==> src/rtl/noc_arb_pkg.sv <==
// noc_arb_pkg
// Shared constants and types for the NoC output-port arbiters.
// Holds the router port address map, the index-width helper and the arbiter FSM state type.

package noc_arb_pkg;

   // Router port addresses as carried in a flit's next-hop field.
   localparam int PORT_N    = 0;
   localparam int PORT_S    = 1;
   localparam int PORT_W    = 2;
   localparam int PORT_E    = 3;
   localparam int PORT_L    = 4;
   localparam int NUM_PORTS = 5;

   // IDLE waits for a requester. LOCKED holds one input until its tail flit has gone.
   typedef enum logic [0:0] {
      IDLE   = 1'b0,
      LOCKED = 1'b1
   } arb_state_e;

   // Returns the bits needed for a binary index over n items.
   // The result is never less than one, so a select bus always exists.
   function automatic int IDX_W(input int n);
      int w;
      w = 1;
      while ((1 << w) < n) begin
         w++;
      end
      return w;
   endfunction

endpackage

==> src/rtl/rr_pick.sv <==
// rr_pick
// Combinational round-robin picker.
// The search starts just above the pointer and wraps to index 0. The input at the pointer
// itself is searched last.
// The wrap is handled by encoding a double-width vector:
//   - the low half holds only the requesters above the pointer;
//   - the high half holds every requester.
// The lowest set bit of that vector is the winner.

module rr_pick
   import noc_arb_pkg::*;
#(
   parameter int NUM_REQ = 5,
   parameter int SEL_W   = IDX_W(NUM_REQ)
) (
   input  logic [NUM_REQ-1:0] desire,
   input  logic [SEL_W-1:0]   ptr,
   output logic               found,
   output logic [SEL_W-1:0]   idx,
   output logic [NUM_REQ-1:0] onehot
);

   logic [NUM_REQ-1:0]   upper_mask;
   logic [2*NUM_REQ-1:0] dbl;

   // Keep only the requesters strictly above the pointer for the first pass of the search.
   always_comb begin
      upper_mask = '0;
      for (int k = 0; k < NUM_REQ; k++) begin
         upper_mask[k] = (k > int'(ptr));
      end
      dbl = {desire, desire & upper_mask};
   end

   // Find the lowest set bit of the double-width vector and fold it back to an input index.
   always_comb begin
      found = 1'b0;
      idx   = '0;
      for (int j = 2*NUM_REQ-1; j >= 0; j--) begin
         if (dbl[j]) begin
            found = 1'b1;
            idx   = (j >= NUM_REQ) ? SEL_W'(j - NUM_REQ) : SEL_W'(j);
         end
      end
   end

   // Expand the winning index into the one-hot grant vector (all zero when nothing was found).
   always_comb begin
      onehot = '0;
      for (int k = 0; k < NUM_REQ; k++) begin
         onehot[k] = found && (idx == SEL_W'(k));
      end
   end

endmodule

==> src/rtl/rr_port_arbiter.sv <==
// rr_port_arbiter
// Wormhole round-robin arbiter for one router output port.
//
// An input is eligible when all of these hold:
//   - it is valid;
//   - its next-hop address equals PORT_ADDR;
//   - it is not the barred SELF_IDX input.
//
// The winner stays locked until its tail flit transfers. On that edge the pointer moves to
// the winner and the port is re-arbitrated at once, so back-to-back packets need no idle
// cycle between them.
// grant_idx_o drives the crossbar select.

module rr_port_arbiter
   import noc_arb_pkg::*;
#(
   parameter int NUM_REQ   = 5,
   parameter int ADDR_W    = 3,
   parameter int PORT_ADDR = PORT_N,
   parameter int SELF_IDX  = 0
) (
   input  logic                        clk,
   input  logic                        reset,
   input  logic [NUM_REQ-1:0]          req_valid_i,
   input  logic [NUM_REQ*ADDR_W-1:0]   req_addr_i,
   input  logic [NUM_REQ-1:0]          req_tail_i,
   input  logic                        out_ready_i,
   output logic [NUM_REQ-1:0]          grant_o,
   output logic [IDX_W(NUM_REQ)-1:0]   grant_idx_o,
   output logic                        grant_vld_o,
   output logic                        xfer_o
);

   localparam int                SEL_W    = IDX_W(NUM_REQ);
   localparam logic [SEL_W-1:0]  PTR_INIT = SEL_W'(NUM_REQ - 1);
   localparam logic [ADDR_W-1:0] MY_ADDR  = ADDR_W'(PORT_ADDR);

   arb_state_e         state;
   arb_state_e         state_next;
   logic [SEL_W-1:0]   ptr;
   logic [NUM_REQ-1:0] desire;
   logic               granted_valid;
   logic               granted_tail;
   logic               tail_xfer;
   logic [SEL_W-1:0]   pick_ptr;
   logic               pick_found;
   logic [SEL_W-1:0]   pick_idx;
   logic [NUM_REQ-1:0] pick_onehot;
   logic               load_grant;
   logic               clear_grant;

   // Mark each input that wants this port and is allowed to use it.
   always_comb begin
      desire = '0;
      for (int k = 0; k < NUM_REQ; k++) begin
         desire[k] = req_valid_i[k]
                     && (req_addr_i[k*ADDR_W +: ADDR_W] == MY_ADDR)
                     && (k != SELF_IDX);
      end
   end

   // The one-hot grant selects the held input's valid and tail bits without a variable index.
   assign granted_valid = |(req_valid_i & grant_o);
   assign granted_tail  = |(req_tail_i & grant_o);
   assign grant_vld_o   = (state == LOCKED);
   assign xfer_o        = grant_vld_o & granted_valid & out_ready_i;
   assign tail_xfer     = xfer_o & granted_tail;

   // On a tail transfer, the pick already uses the winner as the pointer. The next packet then
   // treats the just-finished input as lowest priority on this same edge.
   assign pick_ptr = tail_xfer ? grant_idx_o : ptr;

   rr_pick #(
      .NUM_REQ (NUM_REQ),
      .SEL_W   (SEL_W)
   ) u_pick (
      .desire  (desire),
      .ptr     (pick_ptr),
      .found   (pick_found),
      .idx     (pick_idx),
      .onehot  (pick_onehot)
   );

   // FSM state register. Reset drops any lock, so a partial packet is abandoned.
   always_ff @(posedge clk or negedge reset) begin
      if (!reset) begin
         state <= IDLE;
      end else begin
         state <= state_next;
      end
   end

   // Next-state logic.
   // A lock is released only by a tail transfer with no other eligible requester waiting.
   always_comb begin
      state_next = state;
      case (state)
         IDLE: begin
            if (pick_found) begin
               state_next = LOCKED;
            end
         end
         LOCKED: begin
            if (tail_xfer && !pick_found) begin
               state_next = IDLE;
            end
         end
         default: begin
            state_next = IDLE;
         end
      endcase
   end

   // Output decode: decide whether the grant register loads a new winner or clears.
   always_comb begin
      load_grant  = 1'b0;
      clear_grant = 1'b0;
      case (state)
         IDLE: begin
            load_grant = pick_found;
         end
         LOCKED: begin
            load_grant  = tail_xfer && pick_found;
            clear_grant = tail_xfer && !pick_found;
         end
         default: begin
            clear_grant = 1'b1;
         end
      endcase
   end

   // Grant and pointer registers.
   // The pointer moves only when a tail flit transfers, never when a grant is merely issued.
   always_ff @(posedge clk or negedge reset) begin
      if (!reset) begin
         grant_o     <= '0;
         grant_idx_o <= '0;
         ptr         <= PTR_INIT;
      end else begin
         if (tail_xfer) begin
            ptr <= grant_idx_o;
         end
         if (load_grant) begin
            grant_o     <= pick_onehot;
            grant_idx_o <= pick_idx;
         end else if (clear_grant) begin
            grant_o     <= '0;
            grant_idx_o <= '0;
         end
      end
   end

endmodule
==> config.mk <==
export PLATFORM = sky130hd
export DESIGN_NAME = rr_port_arbiter
export DESIGN_NICKNAME = d
export VERILOG_FILES = /design/src/rtl/noc_arb_pkg.sv /design/src/rtl/rr_pick.sv /design/src/rtl/rr_port_arbiter.sv
export SDC_FILE = /design/constraint.sdc
export NUM_CORES = 1
export LEC_CHECK = 0
export ABC_AREA = 1
export CORE_MARGIN = 2
export CORE_UTILIZATION = 43
export DETAILED_ROUTE_END_ITERATION = 16
export PLACE_DENSITY = 0.83
export SLEW_MARGIN = 20
export SYNTH_ARGS = -nofsm -noshare
export SYNTH_HDL_FRONTEND = slang
export SYNTH_SLANG_ARGS = --single-unit
==> constraint.sdc <==
create_clock -name clk -period 2.7 [get_ports clk]
set_input_delay 0.54 -clock clk [delete_from_list [all_inputs] [get_ports clk]]
set_output_delay 0.54 -clock clk [all_outputs]
set_load 0.02 [all_outputs]
==> results.py <==
metrics = {
    "floorplanning": {
        "start_util_pct": 46.5,
        "die_x_um": 47.7,
        "die_y_um": 47.7,
        "coreArea_um2": 1760,
        "die-area_um2": 2270,
        "num_rows": 15,
        "io_pins": 38,
    },
    "routing": {
        "wl_per_cell_um": 12.8,
        "antenna_left": 0,
        "drcViolationCount": 0,
        "routed_wirelength_um": 2290,
        "vias": 885,
        "first_pass_iters": 4,
        "drtIter0Drc": 24,
        "drt-vias-per-instance": 4.97,
    },
    "synthesis": {
        "synth.ff_latch_count": 12,
        "ys_seq_area_share_pct": 36.7,
        "postSynthCellCount": 115,
        "synth.avg_cell_area_um2": 7.14,
        "syn-cell-area_um2": 821,
        "synth.distinct_cells": 24,
        "synth_nets": 143,
        "yosysWarnings": 0,
    },
    "clock_tree": {
        "cts.clk_slew.worst_paths_ns": 0.08,
        "postCtsSetupRepairBufs": 0,
        "cts_tree": "yes",
        "cts_buffers": 3,
        "clk_path_buf_depth": 2,
        "clkLatencyLatePin_ns": 0.28,
        "htreeDepth": 1,
        "cts-root-buf": "clkbuf_4",
        "cts-hold-fix-buffers": 0,
        "cts_num_sinks": 12,
    },
    "final_layout": {
        "postLayoutCoreUtil_pct": 69.8,
        "stdcell_count": 178,
        "final_cell_mix": "40 x nand2_1, 33 x clkdlybuf4s50_1, 11 x dfrtp_1",
        "regArea_um2": 302,
        "finalInstanceArea_um2": 1230,
        "nFillCells": 150,
        "drive_gt1_share_pct": 16.3,
        "multi_input_area_um2": 470,
        "final_common_cell": "nand2_1",
        "area_growth_pct": 50.0,
        "layout.nets": 182,
        "num_antenna_cells": 0,
    },
    "worst_setup_path": {
        "worstPathRequired_ns": 2.16,
        "startpoint_type": "input port",
        "cp_max_fo": 6,
        "cpPeakStageDelay_ns": 0.44,
        "reg2reg_depth": 13,
        "critPathLaunch": "req_valid_i[3]",
        "path_buf_inv": 2,
        "r2r_end": "grant_idx_o[2]",
        "rrSetupSlack_ns": 0.95,
        "path_class": "input port to output pin",
        "arrival_ns": 1.67,
        "cp_slowest_cell": "clkdlybuf4s50_1",
        "crit_chain": "clkdlybuf4s50_1 > nand2_1 > nand3_1 > nor2_2 > nor2_8 > dlymetal6s2s_1",
        "cp-end-kind": "output pin",
        "critical_path.top_delay_family": "buffers and inverters",
        "reg2reg_from": "grant_o[2]",
    },
    "pwr": {
        "vdd_ir_drop_max_mv": 0.526,
        "p_per_area_nw_per_um2": 829,
        "pwr-share-seq_pct": 31.4,
        "p_leak_nw": 0.621,
        "internal_power_mw": 0.563,
        "combPwrFrac_pct": 54.2,
        "finalPower_mw": 1.02,
        "swShare_pct": 44.9,
        "switchingPower_mw": 0.458,
        "power_frac_clock_pct": 14.4,
    },
    "global_route": {
        "grt_max_degree": 13,
        "antenna_found_initial": 0,
        "grt_pass1_vias": 855,
        "grt.overflow.total": 0,
        "grt_pass1_wl_um": 3390,
        "track_usage_pct": 21.5,
    },
    "sta": {
        "rsz0062_at_grt": "no",
        "hold_violations": 0,
        "hold_slack_ns": 0.509,
        "tightest_slew_ns": 0.544,
        "drv_slew": 0,
        "setup_ws_ns": 0.493,
        "setup_viol": 0,
        "timing.final.crit_share_pct": 81.7,
        "fmax_mhz": 453,
        "layout_min_cycle_time_ns": 2.21,
        "fin_setup_tns_ns": 0,
        "slew_headroom_pct": 63.6,
        "fin_worst_skew_ns": 0.00649,
    },
    "placed_design": {
        "place_area_um2": 1190,
        "gp_congestion": 0.880,
        "io_buffers": 34,
        "hpwl_um": 1830,
        "dp_cells": 174,
        "dpl_worst_slack_ns": 0.112,
    },
    "job": {
        "cap_violations": 0,
    },
    "worst_hold_path": {
        "min_path_cells": 2,
        "hold_class": "flop to flop",
        "hold_end": "ptr[2]",
        "worstHoldStart": "ptr[2]",
    },
    "status": {
        "outcome": "complete, no violations",
    },
}
[registers in the layout, summed over array words and instances, names as in the netlist]
register / flops
grant_o: 5
grant_vld_o: 1
ptr: 3
grant_idx_o: 3
[synthesized netlist by cell type]
cell	instances	area (um^2)
nand3_4	1	17.5
nand3_2	2	20.0
dfstp_2	1	26.3
nor2_1	6	22.5
nor2_8	1	20.0
nor2_2	2	12.5
dfrtp_1	11	275
nor2_4	1	11.3
a21boi_1	1	7.51
o21ai_0	3	15.0
nand2_4	1	11.3
a21oi_1	2	10.0
inv_2	2	7.51
o21ai_2	1	8.76
nand2_1	40	150
clkinv_1	1	3.75
and2_1	3	18.8
a21oi_2	1	8.76
nor3_1	4	20.0
inv_1	10	37.5
nand4_1	1	6.26
nand3_1	10	50.1
o21ai_1	2	10.0
nand2_2	8	50.1
[per-layer routing]
layer / wire length (um) / global-route usage (%)
met2: 1140 / 38.1
met5: 0 / 0
met1: 949 / 24.9
met4: 51 / 9.73
met3: 147 / 4.15
[cells by family after synthesis]
family / count (synthesis) / share of synthesized area (%)
AOI/OAI and AO/OA: 10 / 7.32
buffers and inverters: 13 / 5.95
DFF: 12 / 36.7
and+or+nand+nor: 80 / 50.0
[repair_timing]
| action | in CTS | in global routing |
|---|---|---|
| gates resized for setup | 0 | 1 |
| hold endpoints to repair | 0 | 0 |
| endpoints found under the setup margin | 0 | 1 |
[area by class of cell]
| cell class | count | area share (%) |
|---|---|---|
| clock buffer | 4 | 2.95 |
| inverter | 13 | 3.96 |
| multi-input combinational | 90 | 38.2 |
| sequential | 12 | 24.5 |
| tap | 25 | 2.54 |
| timing repair buffer | 34 | 27.8 |
[how the worst max path moves through the flow]
stage | to | slack [ns] | depth (start not counted)
3_5_place_dp | xfer_o | 0.11 | 6
5_1_grt | xfer_o | 0.38 | 6
3_3_place_gp | xfer_o | 0.13 | 6
4_1_cts | xfer_o | 0.11 | 6
2_1_floorplan | grant_o[1] | 1.08 | 13
6_report | xfer_o | 0.49 | 6
[tightest hold or removal path: cells and delay by family, from the launching register on]
kind	cells	cell delay, ns
AND/OR/NAND/NOR	2	0.12
flip-flops	1	0.38
[power groups by stage]
stage	clock network (mW)	logic (mW)	registers (mW)
after global placement	0	0.538	0.319
after global routing	0.150	0.599	0.329
after detailed placement	0	0.551	0.322
after floorplan	0	0.284	0.371
after CTS	0.145	0.555	0.320
final	0.147	0.552	0.321
Power figures use the tool's default switching activity.
